[src/rtl/mem_pkg.sv]
// mem_pkg: shared encodings and defaults for the memory access unit
package mem_pkg;
    localparam int MEM_WORDS_DEFAULT = 128;
    typedef enum logic [1:0] {
        SZ_BYTE = 2'b00,
        SZ_HALF = 2'b01,
        SZ_WORD = 2'b10,
        SZ_ILL  = 2'b11
    } size_e;
    typedef enum logic [2:0] {
        IDLE,
        LOAD,
        RMW_RD,
        WRITE,
        RESP
    } state_e;
endpackage

[src/rtl/mem_access_unit_if.sv]
// mem_access_unit_if: core request/response and word-memory bus of the access unit
interface mem_access_unit_if;
    logic        req;
    logic        we;
    logic [1:0]  size;
    logic        sign_ext;
    logic [31:0] addr;
    logic [31:0] wdata;
    logic        busy;
    logic        done;
    logic        err;
    logic [31:0] rdata;
    logic        MemToWrite;
    logic [31:0] Address;
    logic [31:0] WriteData;
    logic [31:0] ReadData;
    modport slave (
        input  req, we, size, sign_ext, addr, wdata, ReadData,
        output busy, done, err, rdata, MemToWrite, Address, WriteData
    );
    modport master (
        output req, we, size, sign_ext, addr, wdata, ReadData,
        input  busy, done, err, rdata, MemToWrite, Address, WriteData
    );
endinterface

[src/rtl/byte_lane.sv]
// byte_lane: little-endian lane extract/extend for loads and lane merge for sub-word stores
module byte_lane
    import mem_pkg::*;
(
    input  logic [31:0] rword,
    input  logic [1:0]  lane,
    input  logic [1:0]  size,
    input  logic        sign_ext,
    input  logic [31:0] wdata,
    output logic [31:0] load_val,
    output logic [31:0] merge_val
);
    logic [7:0]  b;
    logic [15:0] h;
    logic [4:0]  sh;
    logic [31:0] m;
    // pick the addressed lane and build the merged store word
    always_comb begin
        b = rword[{lane, 3'b000} +: 8];
        h = lane[1] ? rword[31:16] : rword[15:0];
        load_val = size == SZ_BYTE ? {{24{sign_ext & b[7]}}, b} :
                   size == SZ_HALF ? {{16{sign_ext & h[15]}}, h} : rword;
        sh = size == SZ_HALF ? {lane[1], 4'b0000} : {lane, 3'b000};
        m = (size == SZ_HALF ? 32'h0000_FFFF : 32'h0000_00FF) << sh;
        merge_val = (rword & ~m) | ((wdata << sh) & m);
    end
endmodule

[src/rtl/mem_access_unit.sv]
// mem_access_unit: byte/half/word load-store unit over a word-addressed memory
module mem_access_unit
    import mem_pkg::*;
#(
    parameter int MEM_WORDS = MEM_WORDS_DEFAULT
) (
    input logic clk,
    input logic reset,
    mem_access_unit_if.slave bus
);
    localparam logic [31:0] LIMIT = 32'(MEM_WORDS);
    state_e      state, nxt;
    logic [31:0] addr_r, wdata_r, merge_r, rdata_r, load_val, merge_val;
    logic [1:0]  size_r;
    logic        we_r, sx_r, err_r, req_err, mem_phase;
    assign req_err = bus.size == SZ_ILL ||
                     (bus.size == SZ_HALF && bus.addr[0]) ||
                     (bus.size == SZ_WORD && bus.addr[1:0] != 2'b00) ||
                     {2'b00, bus.addr[31:2]} >= LIMIT;
    byte_lane u_lane (
        .rword(bus.ReadData),
        .lane(addr_r[1:0]),
        .size(size_r),
        .sign_ext(sx_r),
        .wdata(wdata_r),
        .load_val(load_val),
        .merge_val(merge_val)
    );
    // state register
    always_ff @(posedge clk or posedge reset) begin
        if (reset) state <= IDLE;
        else state <= nxt;
    end
    // next-state: errors skip straight to the response, word stores skip the read
    always_comb begin
        nxt = state;
        case (state)
            IDLE:    if (bus.req) nxt = req_err ? RESP : !bus.we ? LOAD :
                                        bus.size == SZ_WORD ? WRITE : RMW_RD;
            LOAD:    nxt = RESP;
            RMW_RD:  nxt = WRITE;
            WRITE:   nxt = RESP;
            RESP:    nxt = IDLE;
            default: nxt = IDLE;
        endcase
    end
    // request latch, load result and read-modify-write merge word
    always_ff @(posedge clk or posedge reset) begin
        if (reset) begin
            addr_r  <= '0;
            wdata_r <= '0;
            size_r  <= '0;
            we_r    <= 1'b0;
            sx_r    <= 1'b0;
            err_r   <= 1'b0;
            merge_r <= '0;
            rdata_r <= '0;
        end else begin
            if (state == IDLE && bus.req) begin
                addr_r  <= bus.addr;
                wdata_r <= bus.wdata;
                size_r  <= bus.size;
                we_r    <= bus.we;
                sx_r    <= bus.sign_ext;
                err_r   <= req_err;
            end
            if (state == LOAD) rdata_r <= load_val;
            if (state == RMW_RD) merge_r <= merge_val;
        end
    end
    // outputs decode from state so reset clears them immediately
    always_comb begin
        mem_phase      = state == LOAD || state == RMW_RD || state == WRITE;
        bus.busy       = state != IDLE;
        bus.done       = state == RESP;
        bus.err        = state == RESP && err_r;
        bus.rdata      = rdata_r;
        bus.Address    = mem_phase ? {2'b00, addr_r[31:2]} : '0;
        bus.MemToWrite = state == WRITE && !we_r ? 1'b0 : state == WRITE;
        bus.WriteData  = state == WRITE ? (size_r == SZ_WORD ? wdata_r : merge_r) : '0;
    end
endmodule

[src/flat_wrapper.sv]
// flat-port wrapper written by rule: the top's interface ports become plain ports
module mem_access_unit_flat import mem_pkg::*;
#(
    parameter int MEM_WORDS = MEM_WORDS_DEFAULT
)
  (clk, reset, bus_req, bus_we, bus_size, bus_sign_ext, bus_addr, bus_wdata, bus_ReadData, bus_busy, bus_done, bus_err, bus_rdata, bus_MemToWrite, bus_Address, bus_WriteData);
  mem_access_unit_if bus_i ();
  input logic clk;
  input logic reset;
  input wire logic [$bits(bus_i.req)-1:0] bus_req;
  input wire logic [$bits(bus_i.we)-1:0] bus_we;
  input wire logic [$bits(bus_i.size)-1:0] bus_size;
  input wire logic [$bits(bus_i.sign_ext)-1:0] bus_sign_ext;
  input wire logic [$bits(bus_i.addr)-1:0] bus_addr;
  input wire logic [$bits(bus_i.wdata)-1:0] bus_wdata;
  input wire logic [$bits(bus_i.ReadData)-1:0] bus_ReadData;
  output wire logic [$bits(bus_i.busy)-1:0] bus_busy;
  output wire logic [$bits(bus_i.done)-1:0] bus_done;
  output wire logic [$bits(bus_i.err)-1:0] bus_err;
  output wire logic [$bits(bus_i.rdata)-1:0] bus_rdata;
  output wire logic [$bits(bus_i.MemToWrite)-1:0] bus_MemToWrite;
  output wire logic [$bits(bus_i.Address)-1:0] bus_Address;
  output wire logic [$bits(bus_i.WriteData)-1:0] bus_WriteData;
  assign bus_i.req = bus_req;
  assign bus_i.we = bus_we;
  assign bus_i.size = bus_size;
  assign bus_i.sign_ext = bus_sign_ext;
  assign bus_i.addr = bus_addr;
  assign bus_i.wdata = bus_wdata;
  assign bus_i.ReadData = bus_ReadData;
  assign bus_busy = bus_i.busy;
  assign bus_done = bus_i.done;
  assign bus_err = bus_i.err;
  assign bus_rdata = bus_i.rdata;
  assign bus_MemToWrite = bus_i.MemToWrite;
  assign bus_Address = bus_i.Address;
  assign bus_WriteData = bus_i.WriteData;
  mem_access_unit #(.MEM_WORDS(MEM_WORDS)) u_core (.clk(clk), .reset(reset), .bus(bus_i));
endmodule
[config.mk]
export PLATFORM = sky130hd
export DESIGN_NAME = mem_access_unit_flat
export DESIGN_NICKNAME = d
export VERILOG_FILES = /design/src/rtl/mem_pkg.sv /design/src/rtl/mem_access_unit_if.sv /design/src/rtl/byte_lane.sv /design/src/rtl/mem_access_unit.sv /design/src/flat_wrapper.sv
export SDC_FILE = /design/constraint.sdc
export NUM_CORES = 1
export LEC_CHECK = 0
export CAP_MARGIN = 30
export CORE_MARGIN = 2
export CORE_UTILIZATION = 30
export DETAILED_ROUTE_END_ITERATION = 16
export GPL_TIMING_DRIVEN = 0
export PLACE_DENSITY = 0.62
export SLEW_MARGIN = 20
export SYNTH_ARGS = -nofsm -noshare
export SYNTH_HDL_FRONTEND = slang
export SYNTH_HIERARCHICAL = 1
export SYNTH_SLANG_ARGS = --single-unit
[constraint.sdc]
create_clock -name clk -period 6.6 [get_ports clk]
set_input_delay 1.32 -clock clk [delete_from_list [all_inputs] [get_ports clk]]
set_output_delay 1.32 -clock clk [all_outputs]
set_load 0.02 [all_outputs]
==> impl_metrics.json <==
{
  "status": "finished clean",
  "hp-class": "reg -> reg",
  "area_growth_pct": 43.1,
  "wl_per_cell_um": 18.4,
  "cts-resized-gates": 0,
  "p_per_area_nw_per_um2": 232,
  "crit_family": "buffers and inverters",
  "p_switching_mw": 0.651,
  "hpwl_mm": 16.7,
  "netSwitchingFraction": 0.279,
  "crit_fanout": 10,
  "synth.most_common_cell": "dfrtp_1",
  "pwr-share-comb": 0.185,
  "num_vias": 5538,
  "fill_cells": 2284,
  "drc": 0,
  "synthArstFlopShare": 1.00,
  "critPathKind": "reg -> out",
  "r2r_cells": 6,
  "maxSlewViolCount": 0,
  "crit_top_cell": "clkbuf_1",
  "firstDrtPassIters": 4,
  "whs_ps": 477,
  "track_usage": 0.178,
  "r2r_start": "u_core/size_r[1]",
  "synthTopCellsByArea": "dfrtp_1, mux2_2, mux2_1",
  "slowest_stage": "clkdlybuf4s50_1",
  "clock_power_share": 0.410,
  "ys_warn_count": 6,
  "path_cells": "nor2b_1, clkbuf_1, clkbuf_1, nand2_1, a21oi_1, clkdlybuf4s50_1",
  "num_rows": 56,
  "ant_nets": 0,
  "ys_ff_latch": 136,
  "r2r-end": "u_core/merge_r[30]",
  "internal_power_mw": 1.68,
  "finalCritPeriodShare": 0.621,
  "path_buf_inv": 3,
  "setup.worst_path.end_class": "output pin",
  "finalSetupViolCount": 0,
  "numClockSinks": 136,
  "core_um2": 23300,
  "cap_violations": 0,
  "synth.largest_area_cell": "dfrtp_1",
  "die-area_um2": 24700,
  "start_kind": "flip-flop",
  "synthFlopType": "dfrtp_1",
  "pwr-share-seq": 0.405,
  "fin_worst_skew_ps": 8.20,
  "rsz0062_at_grt": "no",
  "start_util": 0.302,
  "postCtsSetupRepairBufs": 0,
  "cts-htree-levels": 4,
  "dpl_cell_area_um2": 9470,
  "hp-start": "u_core/addr_r[30]",
  "max_stage_delay_ps": 670,
  "drt-total-wl_mm": 21.7,
  "worstPathArrival_ps": 2780,
  "fp.dieH_um": 157,
  "die_x_um": 157,
  "worstPathRequired_ps": 5280,
  "final_area_um2": 10100,
  "antenna_found_initial": 1,
  "grt_max_degree": 90,
  "synthDistinctLibCells": 41,
  "cts_tree": "done",
  "drive_above_1_share": 0.179,
  "postCtsHoldBufs": 0,
  "syn_area_um2": 7030,
  "relSlewSlack": 0.584,
  "hold_depth": 1,
  "ys_top_cells_by_count": "dfrtp_1, nand2_1, mux2_2",
  "p_leak_nw": 4.31,
  "finalCriticalPeriod_ps": 4100,
  "grt_overflow": 0,
  "worst_slew_pin_slew_ps": 625,
  "numCtsBuffers": 17,
  "drt-initial-drc-count": 279,
  "syn_inst": 625,
  "cts_root_buf": "clkbuf_16",
  "max_freq_mhz": 244,
  "rrSetupSlack_ps": 4480,
  "ys_seq_area_frac": 0.484,
  "gp_congestion": 0.834,
  "grt_first_pass_wirelength_mm": 33.0,
  "hold_viol": 0,
  "io_buffers": 200,
  "ios": 203,
  "finalNetCount": 949,
  "path_clk_slew_ps": 60,
  "vias_per_cell": 4.70,
  "clk_latency_ps": 410,
  "synth.top_cell.area_share": 0.484,
  "synth-edff-count": 0,
  "cts.path.max_buffers": 2,
  "syn_area_per_cell_um2": 11.2,
  "hold_end": "u_core/addr_r[30]",
  "grt_pass1_vias": 5659,
  "vdd_drop_max_uv": 152
}
-- worst max path at each step --
stage	slack, ps	cells after the start	start	endpoint
floorplan	1640	1	reset	u_core/addr_r[0]
CTS	2490	6	u_core/size_r[1]	bus_WriteData[15]
global placement	-600	2	reset	u_core/wdata_r[19]
detailed placement	2950	6	u_core/size_r[1]	bus_WriteData[11]
finish	2500	6	u_core/size_r[1]	bus_WriteData[15]
global route	2330	6	u_core/size_r[1]	bus_WriteData[15]
-- final cells by class --
type	count	area [um^2]	area share
Timing Repair Buffer	201	2030	0.202
Clock inverter	13	146	0.0146
Buffer	43	243	0.0241
Sequential cell	136	3400	0.338
Clock buffer	19	443	0.0440
Multi-Input combinational cell	442	3370	0.335
Inverter	5	26.3	0.00261
Tap cell	319	399	0.0397
Antenna cell	1	2.50	0.000249
-- cells in the final DEF, fill, tap and decap left out, types with 8 or more instances in the layout --
cell type,instances
clkbuf_16,17
mux2i_1,10
o32ai_1,8
a21oi_1,36
mux2_4,9
clkdlybuf4s50_1,200
mux2_1,66
nand2_1,117
dfrtp_1,136
clkinvlp_4,8
nor2_1,24
mux2_2,73
a221o_1,8
clkbuf_1,17
buf_4,13
o21ai_0,20
and2_1,34
-- flip-flops by register name, summed over array words and instances, names as in the netlist --
name              cells
u_core/addr_r        32
u_core/bus.rdata     32
u_core/merge_r       32
u_core/wdata_r       32
u_core/state          3
u_core/size_r         2
u_core/err_r          1
u_core/sx_r           1
u_core/we_r           1
-- metal layers --
layer,track usage,share of wire
met4,0.0671,0.025
met3,0.0341,0.053
met5,0,0
met1,0.239,0.45
met2,0.288,0.47
-- stage by stage --
| step | power [mW] | util | instances | setup WS (ps) | TNS [ps] |
|---|---|---|---|---|---|
| after floorplan | 1.22 | - | 626 | 1640 | 0 |
| after global placement | 1.38 | 0.405 | 1145 | -604 | -80670 |
| after detailed placement | 1.39 | 0.407 | 1146 | 2950 | 0 |
| after CTS | 2.35 | 0.432 | 1178 | 2490 | 0 |
| after global routing | 2.44 | 0.432 | 1179 | 2330 | 0 |
| final | 2.33 | 0.432 | 1179 | 2500 | 0 |
-- power groups by stage --
stage	logic, mW	clock network [mW]	registers, mW
after floorplan	0.278	0	0.938
after global placement	0.422	0	0.959
after detailed placement	0.430	0	0.960
after CTS	0.432	0.977	0.944
after global routing	0.470	1.02	0.953
final	0.432	0.955	0.944
-- cells by family after synthesis --
kind of cell,synth area share
flops,0.484
other cells,0.000534
mux,0.279
simple gates,0.130
buf+inv,0.0372
compound gates,0.0686
Power figures use the tool's default switching activity.
